<file path="src/rtl/conv_window_ctrl.sv">
// rtl/conv_window_ctrl.sv - 3x3 window read sequencer for the P x P image buffer RAM
// Optional stall input enabled by defining WINCTRL_STALL_EN.
module conv_window_ctrl #(
    parameter int P  = 28,
    parameter int M  = 10,
    parameter int RW = 5
) (
    input  logic          clk,
    input  logic          rst,
    input  logic          start,
    input  logic          ram_full,
`ifdef WINCTRL_STALL_EN
    input  logic          stall,
`endif
    output logic          ram_rd,
    output logic [M-1:0]  ram_adr,
    output logic          tap_valid,
    output logic [3:0]    tap_idx,
    output logic          win_valid,
    output logic [RW-1:0] out_row,
    output logic [RW-1:0] out_col,
    output logic          busy,
    output logic          done
);
    typedef enum logic [1:0] {IDLE, WAIT, READ, DONE} state_t;

    localparam logic [RW-1:0] LAST     = RW'(P - 3);
    // Address steps between consecutive taps, relative to the tap just issued
    localparam logic [M-1:0]  ROW_STEP = M'(P - 2);
    localparam logic [M-1:0]  WIN_BACK = M'(2 * P + 1);
    localparam logic [M-1:0]  ROW_BACK = M'(2 * P - 1);

    state_t        state;
    logic          loaded;
    logic          win_sent;
    logic [RW-1:0] r;
    logic [RW-1:0] c;
    logic          hold;
    logic          go;
    logic          enter_read;
    logic          tap8;
    logic          last_tap;

`ifdef WINCTRL_STALL_EN
    assign hold = stall;
`else
    assign hold = 1'b0;
`endif

    assign go         = loaded | ram_full;
    assign enter_read = go && ((state == IDLE && start) || state == WAIT);
    assign tap8       = (tap_idx == 4'd8);
    assign last_tap   = tap8 && (r == LAST) && (c == LAST);

    // r/c/tap_idx/ram_adr always describe the tap most recently issued
    always_ff @(posedge clk) begin
        if (rst) begin
            state     <= IDLE;
            loaded    <= 1'b0;
            win_sent  <= 1'b0;
            r         <= '0;
            c         <= '0;
            ram_rd    <= 1'b0;
            ram_adr   <= '0;
            tap_valid <= 1'b0;
            tap_idx   <= '0;
            win_valid <= 1'b0;
            out_row   <= '0;
            out_col   <= '0;
            busy      <= 1'b0;
            done      <= 1'b0;
        end else begin
            win_valid <= 1'b0;
            done      <= 1'b0;
            if (ram_full)
                loaded <= 1'b1;
            else if (enter_read)
                loaded <= 1'b0;

            if (enter_read) begin
                state     <= READ;
                busy      <= 1'b1;
                ram_rd    <= 1'b1;
                tap_valid <= 1'b1;
                ram_adr   <= '0;
                tap_idx   <= '0;
                r         <= '0;
                c         <= '0;
                win_sent  <= 1'b0;
            end else begin
                case (state)
                    IDLE: begin
                        if (start) begin
                            state <= WAIT;
                            busy  <= 1'b1;
                        end
                    end
                    READ: begin
                        // win_sent keeps a stalled tap 8 from pulsing win_valid twice
                        if (tap8 && !win_sent) begin
                            win_valid <= 1'b1;
                            out_row   <= r;
                            out_col   <= c;
                        end
                        if (last_tap) begin
                            state     <= DONE;
                            done      <= 1'b1;
                            ram_rd    <= 1'b0;
                            tap_valid <= 1'b0;
                        end else if (hold) begin
                            ram_rd    <= 1'b0;
                            tap_valid <= 1'b0;
                            if (tap8)
                                win_sent <= 1'b1;
                        end else begin
                            ram_rd    <= 1'b1;
                            tap_valid <= 1'b1;
                            win_sent  <= 1'b0;
                            if (tap8) begin
                                tap_idx <= '0;
                                if (c == LAST) begin
                                    c       <= '0;
                                    r       <= r + 1'b1;
                                    ram_adr <= ram_adr - ROW_BACK;
                                end else begin
                                    c       <= c + 1'b1;
                                    ram_adr <= ram_adr - WIN_BACK;
                                end
                            end else begin
                                tap_idx <= tap_idx + 4'd1;
                                ram_adr <= ram_adr + ((tap_idx == 4'd2 || tap_idx == 4'd5) ? ROW_STEP : M'(1));
                            end
                        end
                    end
                    DONE: begin
                        state <= IDLE;
                        busy  <= 1'b0;
                    end
                    default: ;
                endcase
            end
        end
    end
endmodule

</file>
<file path="config.mk">
export PLATFORM = sky130hd
export DESIGN_NAME = conv_window_ctrl
export DESIGN_NICKNAME = d
export VERILOG_FILES = /design/src/rtl/conv_window_ctrl.sv
export SDC_FILE = /design/constraint.sdc
export NUM_CORES = 1
export LEC_CHECK = 0
export BUFFER_PORTS_ARGS = -buffer_cell sky130_fd_sc_hd__buf_2
export CAP_MARGIN = 20
export CELL_PAD_IN_SITES_DETAIL_PLACEMENT = 0
export CELL_PAD_IN_SITES_GLOBAL_PLACEMENT = 2
export CORE_UTILIZATION = 31
export DETAILED_ROUTE_END_ITERATION = 8
export PLACE_DENSITY_LB_ADDON = 0.15
export SYNTH_ARGS = -nofsm -noshare
export SYNTH_HDL_FRONTEND = slang
export SYNTH_SLANG_ARGS = --single-unit
</file>
<file path="constraint.sdc">
create_clock -name clk -period 2.9 [get_ports clk]
set_input_delay 0.145 -clock clk [delete_from_list [all_inputs] [get_ports clk]]
set_output_delay 0.145 -clock clk [all_outputs]
set_load 0.02 [all_outputs]
</file>
==> results of run 1 <==
==> path summary, 6_finish.rpt <==
path                                   end  slack (ns)  cells after the start
worst max-delay path            ram_adr[9]        0.21                     11
worst min-delay path                loaded        0.08                      3
worst max register to register  ram_adr[9]        0.21                     11
worst min register to register  ram_adr[8]        0.48                      2
==> where the power goes <==
part / switching (mW) / leakage (nW) / internal, mW
combinational: 0.295 / 0.792 / 0.169
sequential: 0.0368 / 0.332 / 0.604
clock: 0.215 / 0.0512 / 0.193
==> kinds of logic (layout without fill, tap and decap cells) <==
logic type / after synthesis / count (layout) / share of synthesized area [%]
AOI/OAI and AO/OA: 51 / 51 / 16.1
DFF: 41 / 41 / 37.5
buffers and inverters: 26 / 67 / 5.26
and+or+nand+nor: 89 / 89 / 20.4
xor gates and xnor gates: 13 / 13 / 5.20
muxes: 9 / 9 / 4.12
adders and majority gates: 20 / 20 / 11.4
==> timing repair <==
action | 4_1_cts | 5_1_grt
setup buffers | 0 | 0
gates resized for setup | 0 | 2
setup endpoints to repair | 0 | 2
==> per-stage QoR <==
step | std cells | TNS (ns) | hold WS (ns) | utilization [%]
5_1_grt | 386 | -0.00280 | 0.0853 | 38.4
3_3_place_gp | 378 | 0 | 0.369 | 36.9
4_1_cts | 386 | 0 | 0.0600 | 38.3
2_1_floorplan | 249 | 0 | 0.214 | -
6_report | 386 | 0 | 0.0758 | 38.4
3_5_place_dp | 378 | 0 | 0.378 | 36.9
==> critical path, cell delays in order, from the launching register on <==
cell	delay (ns)
dfxtp_2	0.40
inv_1	0.08
ha_1	0.21
nand3b_4	0.15
clkinv_4	0.12
ha_1	0.37
nand3_1	0.11
or2_1	0.23
or4b_1	0.51
and3_1	0.20
o21ai_1	0.12
o31ai_1	0.07
==> per-layer routing <==
metal	vias up	track usage, %
met5	-	0
met4	0	5.45
met3	5	2.98
li1	948	-
met1	844	19.5
met2	21	22.8
==> cell usage in the layout (no fill, tap or decap), drive strengths merged, types with 2 or more instances in the layout <==
cell,instances
o31ai,5
nor4,2
dfxtp,41
a22oi,2
mux2i,9
clkinv,3
nand3b,2
nand4b,2
clkbuf,6
o21ai,5
xnor2,4
nor3,4
nand4,4
xor2,9
a211oi,6
nand2b,4
ha,20
nor2,35
or2,4
a31oi,5
nand2,20
inv,14
buf,44
a311oi,2
a21oi,19
nand3,6
==> area by class of cell <==
type	count	share of cell area [%]
multi-input combinational	182	48.2
clock buffer	6	3.17
inverter	15	2.35
clock inverter	2	0.528
tap	96	4.61
sequential	41	31.5
timing repair buffer	44	9.60
==> registers in the layout, indices dropped and copies added, names as in the netlist <==
name,cells
r,5
done,1
out_row,5
state,2
c,5
ram_adr,10
tap_idx,4
busy,1
tap_valid,1
out_col,5
loaded,1
win_valid,1
==> results.py, run 1 <==
metrics = {
    "placement": {
        "dp_slack_ns": 0.150,
        "gp_congestion": 0.771,
        "dp_hpwl_um": 3710,
        "dpl_cell_area_um2": 2500,
        "port-buffer-count": 32,
    },
    "detailed_routing": {
        "drc": 0,
        "routed-wl-met3_um": 143,
        "routed_wl_um": 4940,
        "via_count": 1818,
        "drtIter0Drc": 49,
        "top_layer_used": "met4",
        "wl_per_cell_um": 12.8,
        "ant_nets": 0,
        "drt_pass1_iterations": 4,
        "wl_met1_um": 2480,
        "dr_wl_met2_um": 2250,
        "via_per_inst": 4.71,
    },
    "synth": {
        "synth.yosys.seq_area_share_pct": 37.5,
        "synth_cell_types": 47,
        "synth.area.top_cells": "dfxtp_1 (38%), ha_1 (11%), nor2_1 (6.0%), a21oi_1 (4.3%), mux2i_1 (4.1%)",
        "synth-main-ff-cell": "dfxtp_1",
        "synth_top_cell_by_area": "dfxtp_1",
        "mappedNetlistArea_um2": 2190,
        "ys_seq_elements": 41,
        "yosysTopAreaCellShare_pct": 37.5,
        "synthArstFlopShare_pct": 0,
        "yosysMostFrequentCell": "dfxtp_1",
        "synth_nets": 273,
        "synth_commonest_cells": "dfxtp_1 (41), nor2_1 (35), ha_1 (20), nand2_1 (20), a21oi_1 (19)",
        "yosysWarningCount": 0,
        "synth_enable_flop_cells": 0,
        "postSynthAreaPerCell_um2": 8.79,
        "syn_inst": 249,
    },
    "sta": {
        "min_period_ns": 2.69,
        "tightest_slew_ns": 0.517,
        "slew_violations": 0,
        "min_period_over_period_pct": 92.6,
        "hold_viol_final": 0,
        "setup_viol": 0,
        "max_slew_margin_pct": 65.4,
        "fmax_mhz": 372,
        "fin_ws_ns": 0.213,
        "fin_skew_ns": 0.00456,
    },
    "flow_run": {
        "cap_viol_max_count": 0,
    },
    "finish": {
        "synthToLayoutAreaGrowth_pct": 19.2,
        "layout.nets": 313,
        "multi_input_area_um2": 1260,
        "seq_area_um2": 822,
        "num_antenna_cells": 0,
        "fin_area_um2": 2610,
        "drive_gt1_share_pct": 21.4,
        "fill_cells": 754,
    },
    "floorplanning": {
        "die_w_um": 86.0,
        "fp.dieH_um": 86.0,
        "rows": 30,
        "io_pins": 33,
        "dieArea_um2": 7400,
        "start_util_pct": 32.2,
        "coreArea_um2": 6790,
    },
    "power": {
        "p_total_mw": 1.51,
        "p_leak_nw": 1.18,
        "p_per_area_nw_per_um2": 580,
        "vdd_drop_max_uv": 209,
    },
    "global_route": {
        "grt_pass1_vias": 1750,
        "grt_max_degree": 17,
        "antenna_found_initial": 0,
        "grt.overflow.total": 0,
        "grt_pass1_wl_um": 8420,
        "grt_use_total_pct": 14.5,
    },
    "critical_path": {
        "crit_path_max_fanout": 9,
        "crit_type": "reg -> reg",
        "worstPathRequired_ns": 3.08,
        "r2r-start": "tap_idx[1]",
        "end_kind": "register",
        "startpoint_type": "register",
        "crit_start": "tap_idx[1]",
        "crit_arrival_ns": 2.87,
    },
    "cts": {
        "cts_root_buf": "clkbuf_8",
        "cts_tree": "done",
        "clk_pin_slew_ns": 0.09,
        "cts_buffers": 5,
        "postCtsHoldBufs": 0,
        "clock_latency_ns": 0.30,
        "clockBufferDepth": 2,
        "cts_sinks": 41,
        "cts-htree-levels": 2,
    },
    "hold_path": {
        "worstHoldStart": "ram_full",
        "holdCritPathClass": "in -> reg",
    },
    "status": {
        "outcome": "complete, no violations",
    },
}
No activity file was read; power rests on OpenSTA's default activity.
==> inputs of run 2 (changes only) <==
CORE_UTILIZATION = 32   (was 31)
CTS_BUF_LIST = sky130_fd_sc_hd__clkbuf_8   (was default)
==> run 2 against run 1 <==
  * Via count rose by 0.99%
  * Final cell count fell by 4.7%
  * Sequential power hardly changed
  * Hold slack got worse by 0.00083 ns
  * Clock power increased by 35%
  * Combinational power barely moved
  * Final area up 0.86%
  * Fmax rose by 0.46%
  * Setup slack better by 0.012 ns
  * Register-to-register slack hardly changed
  * Highest routed layer unchanged
==> results.py, run 2 (synthesis gave the netlist of run 1 again) <==
metrics = {
    "flow_run": {
        "cap_viol_max_count": 0,
    },
    "sta": {
        "max_slew_margin_pct": 62.8,
        "fin_tns_setup_ns": 0,
        "hold_viol_final": 0,
        "slew_violations": 0,
        "fin_skew_ns": 0.00963,
        "rsz0062_at_grt": "no",
        "fmax_mhz": 374,
        "min_period_over_period_pct": 92.2,
        "tightest_slew_ns": 0.557,
        "min_period_ns": 2.67,
        "setup_viol": 0,
    },
    "critical_path": {
        "rrSetupSlack_ns": 0.23,
        "ff2ff_path_depth": 11,
        "end_kind": "register",
        "crit_arrival_ns": 2.88,
        "worst_r2r_endpoint": "ram_adr[9]",
        "r2r-start": "tap_idx[1]",
        "crit_type": "reg -> reg",
        "startpoint_type": "register",
        "crit_path_max_fanout": 7,
        "worstPathRequired_ns": 3.11,
    },
    "cts": {
        "cts_tree": "done",
        "cts_root_buf": "clkbuf_8",
        "cts_buffers": 5,
        "clockBufferDepth": 2,
        "clock_latency_ns": 0.30,
        "post_cts_buffers": 0,
        "cts_sinks": 41,
        "postCtsHoldBufs": 0,
        "cts-htree-levels": 2,
        "clk_pin_slew_ns": 0.08,
    },
    "detailed_routing": {
        "via_count": 1836,
        "drt_pass1_iterations": 6,
        "drtIter0Drc": 55,
        "ant_nets": 0,
        "drc": 0,
        "wl_per_cell_um": 13.3,
        "via_per_inst": 4.99,
        "routed_wl_um": 4910,
    },
    "finish": {
        "drive_gt1_share_pct": 22.0,
        "fill_cells": 688,
        "final_common_cell": "dfxtp_1",
        "seq_area_um2": 823,
        "synthToLayoutAreaGrowth_pct": 20.2,
        "layout_common_cells": "dfxtp_1 (39), nor2_1 (35), buf_2 (32)",
        "fin_util_pct": 40.7,
        "stdcell_count": 368,
        "fin_area_um2": 2630,
        "largest_reg_flops": 10,
        "multi_input_area_um2": 1260,
        "top_register": "ram_adr",
        "num_antenna_cells": 0,
        "layout.nets": 314,
    },
    "placement": {
        "place_inst": 360,
        "dp_hpwl_um": 3610,
        "gp_congestion": 0.825,
        "port-buffer-count": 32,
        "dpl_cell_area_um2": 2490,
    },
    "status": {
        "outcome": "complete, no violations",
    },
    "hold_path": {
        "min_to": "loaded",
        "worstHoldStart": "ram_full",
        "holdCritPathClass": "in -> reg",
        "hold_path_depth": 3,
    },
    "global_route": {
        "grt.overflow.total": 0,
        "antenna_found_initial": 0,
        "grt_pass1_wl_um": 8580,
        "grt_pass1_vias": 1741,
        "grt_use_total_pct": 14.9,
        "grt_max_degree": 26,
    },
    "floorplanning": {
        "dieArea_um2": 7170,
        "start_util_pct": 33.9,
        "coreArea_um2": 6460,
        "io_pins": 33,
        "die_w_um": 84.7,
        "rows": 29,
        "fp.dieH_um": 84.7,
    },
    "power": {
        "vdd_drop_max_uv": 318,
        "p_leak_nw": 1.20,
        "p_per_area_nw_per_um2": 629,
    },
}
## run 2: area by class of cell
class | count | area share, %
sequential | 41 | 31.3
clock buffer | 5 | 2.62
tap | 77 | 3.66
clock inverter | 3 | 2.47
inverter | 15 | 2.33
timing repair buffer | 45 | 9.80
multi-input combinational | 182 | 47.8
## run 2: report_power, final
part | switching [mW] | leakage (nW) | internal, mW
logic | 0.295 | 0.797 | 0.165
registers | 0.0375 | 0.333 | 0.605
clock network | 0.210 | 0.0681 | 0.342
## run 2: per-stage QoR
| step | hold WS [ns] | setup WS [ns] | power [mW] |
|---|---|---|---|
| after floorplan | 0.214 | 0.0617 | 0.978 |
| after global placement | 0.369 | 0.226 | 1.12 |
| after detailed placement | 0.379 | 0.138 | 1.12 |
| after CTS | 0.0687 | 0.112 | 1.68 |
| after global routing | 0.0879 | 0.0198 | 1.77 |
| final | 0.0750 | 0.226 | 1.66 |
## run 2: worst max-delay path, cell delays in order, from the launching register on
cell	delay, ns
dfxtp_2	0.39
inv_1	0.08
ha_1	0.17
mux2i_1	0.11
or2_2	0.14
o21ai_0	0.09
ha_1	0.33
nand2_1	0.09
or2_1	0.24
or4b_1	0.52
and3_1	0.21
o31ai_1	0.22
## run 2: per-layer routing
layer / global-route usage, % / wire (um) / vias to the layer above / part of all wire (%)
met4: 3.70 / 30 / 0 / 0.61
met3: 4.33 / 163 / 2 / 3.3
met1: 20.6 / 2580 / 851 / 52
li1: - / - / 952 / -
met2: 22.8 / 2140 / 31 / 44
met5: 0 / 0 / - / 0
## run 2: repair_timing
item | 4_1_cts | 5_1_grt
setup endpoints to repair | 0 | 2
gates resized for setup | 0 | 3
endpoints found under the hold margin | 0 | 0
## run 2: worst max path at each step
stage,slack (ns),cells after the start,to,from
detailed placement,0.14,12,ram_adr[9],tap_idx[1]
global placement,0.23,12,ram_adr[9],tap_idx[1]
CTS,0.11,12,ram_adr[9],tap_idx[1]
finish,0.23,11,ram_adr[9],tap_idx[1]
global route,0.02,11,ram_adr[9],tap_idx[1]
floorplan,0.06,12,ram_adr[9],tap_idx[0]
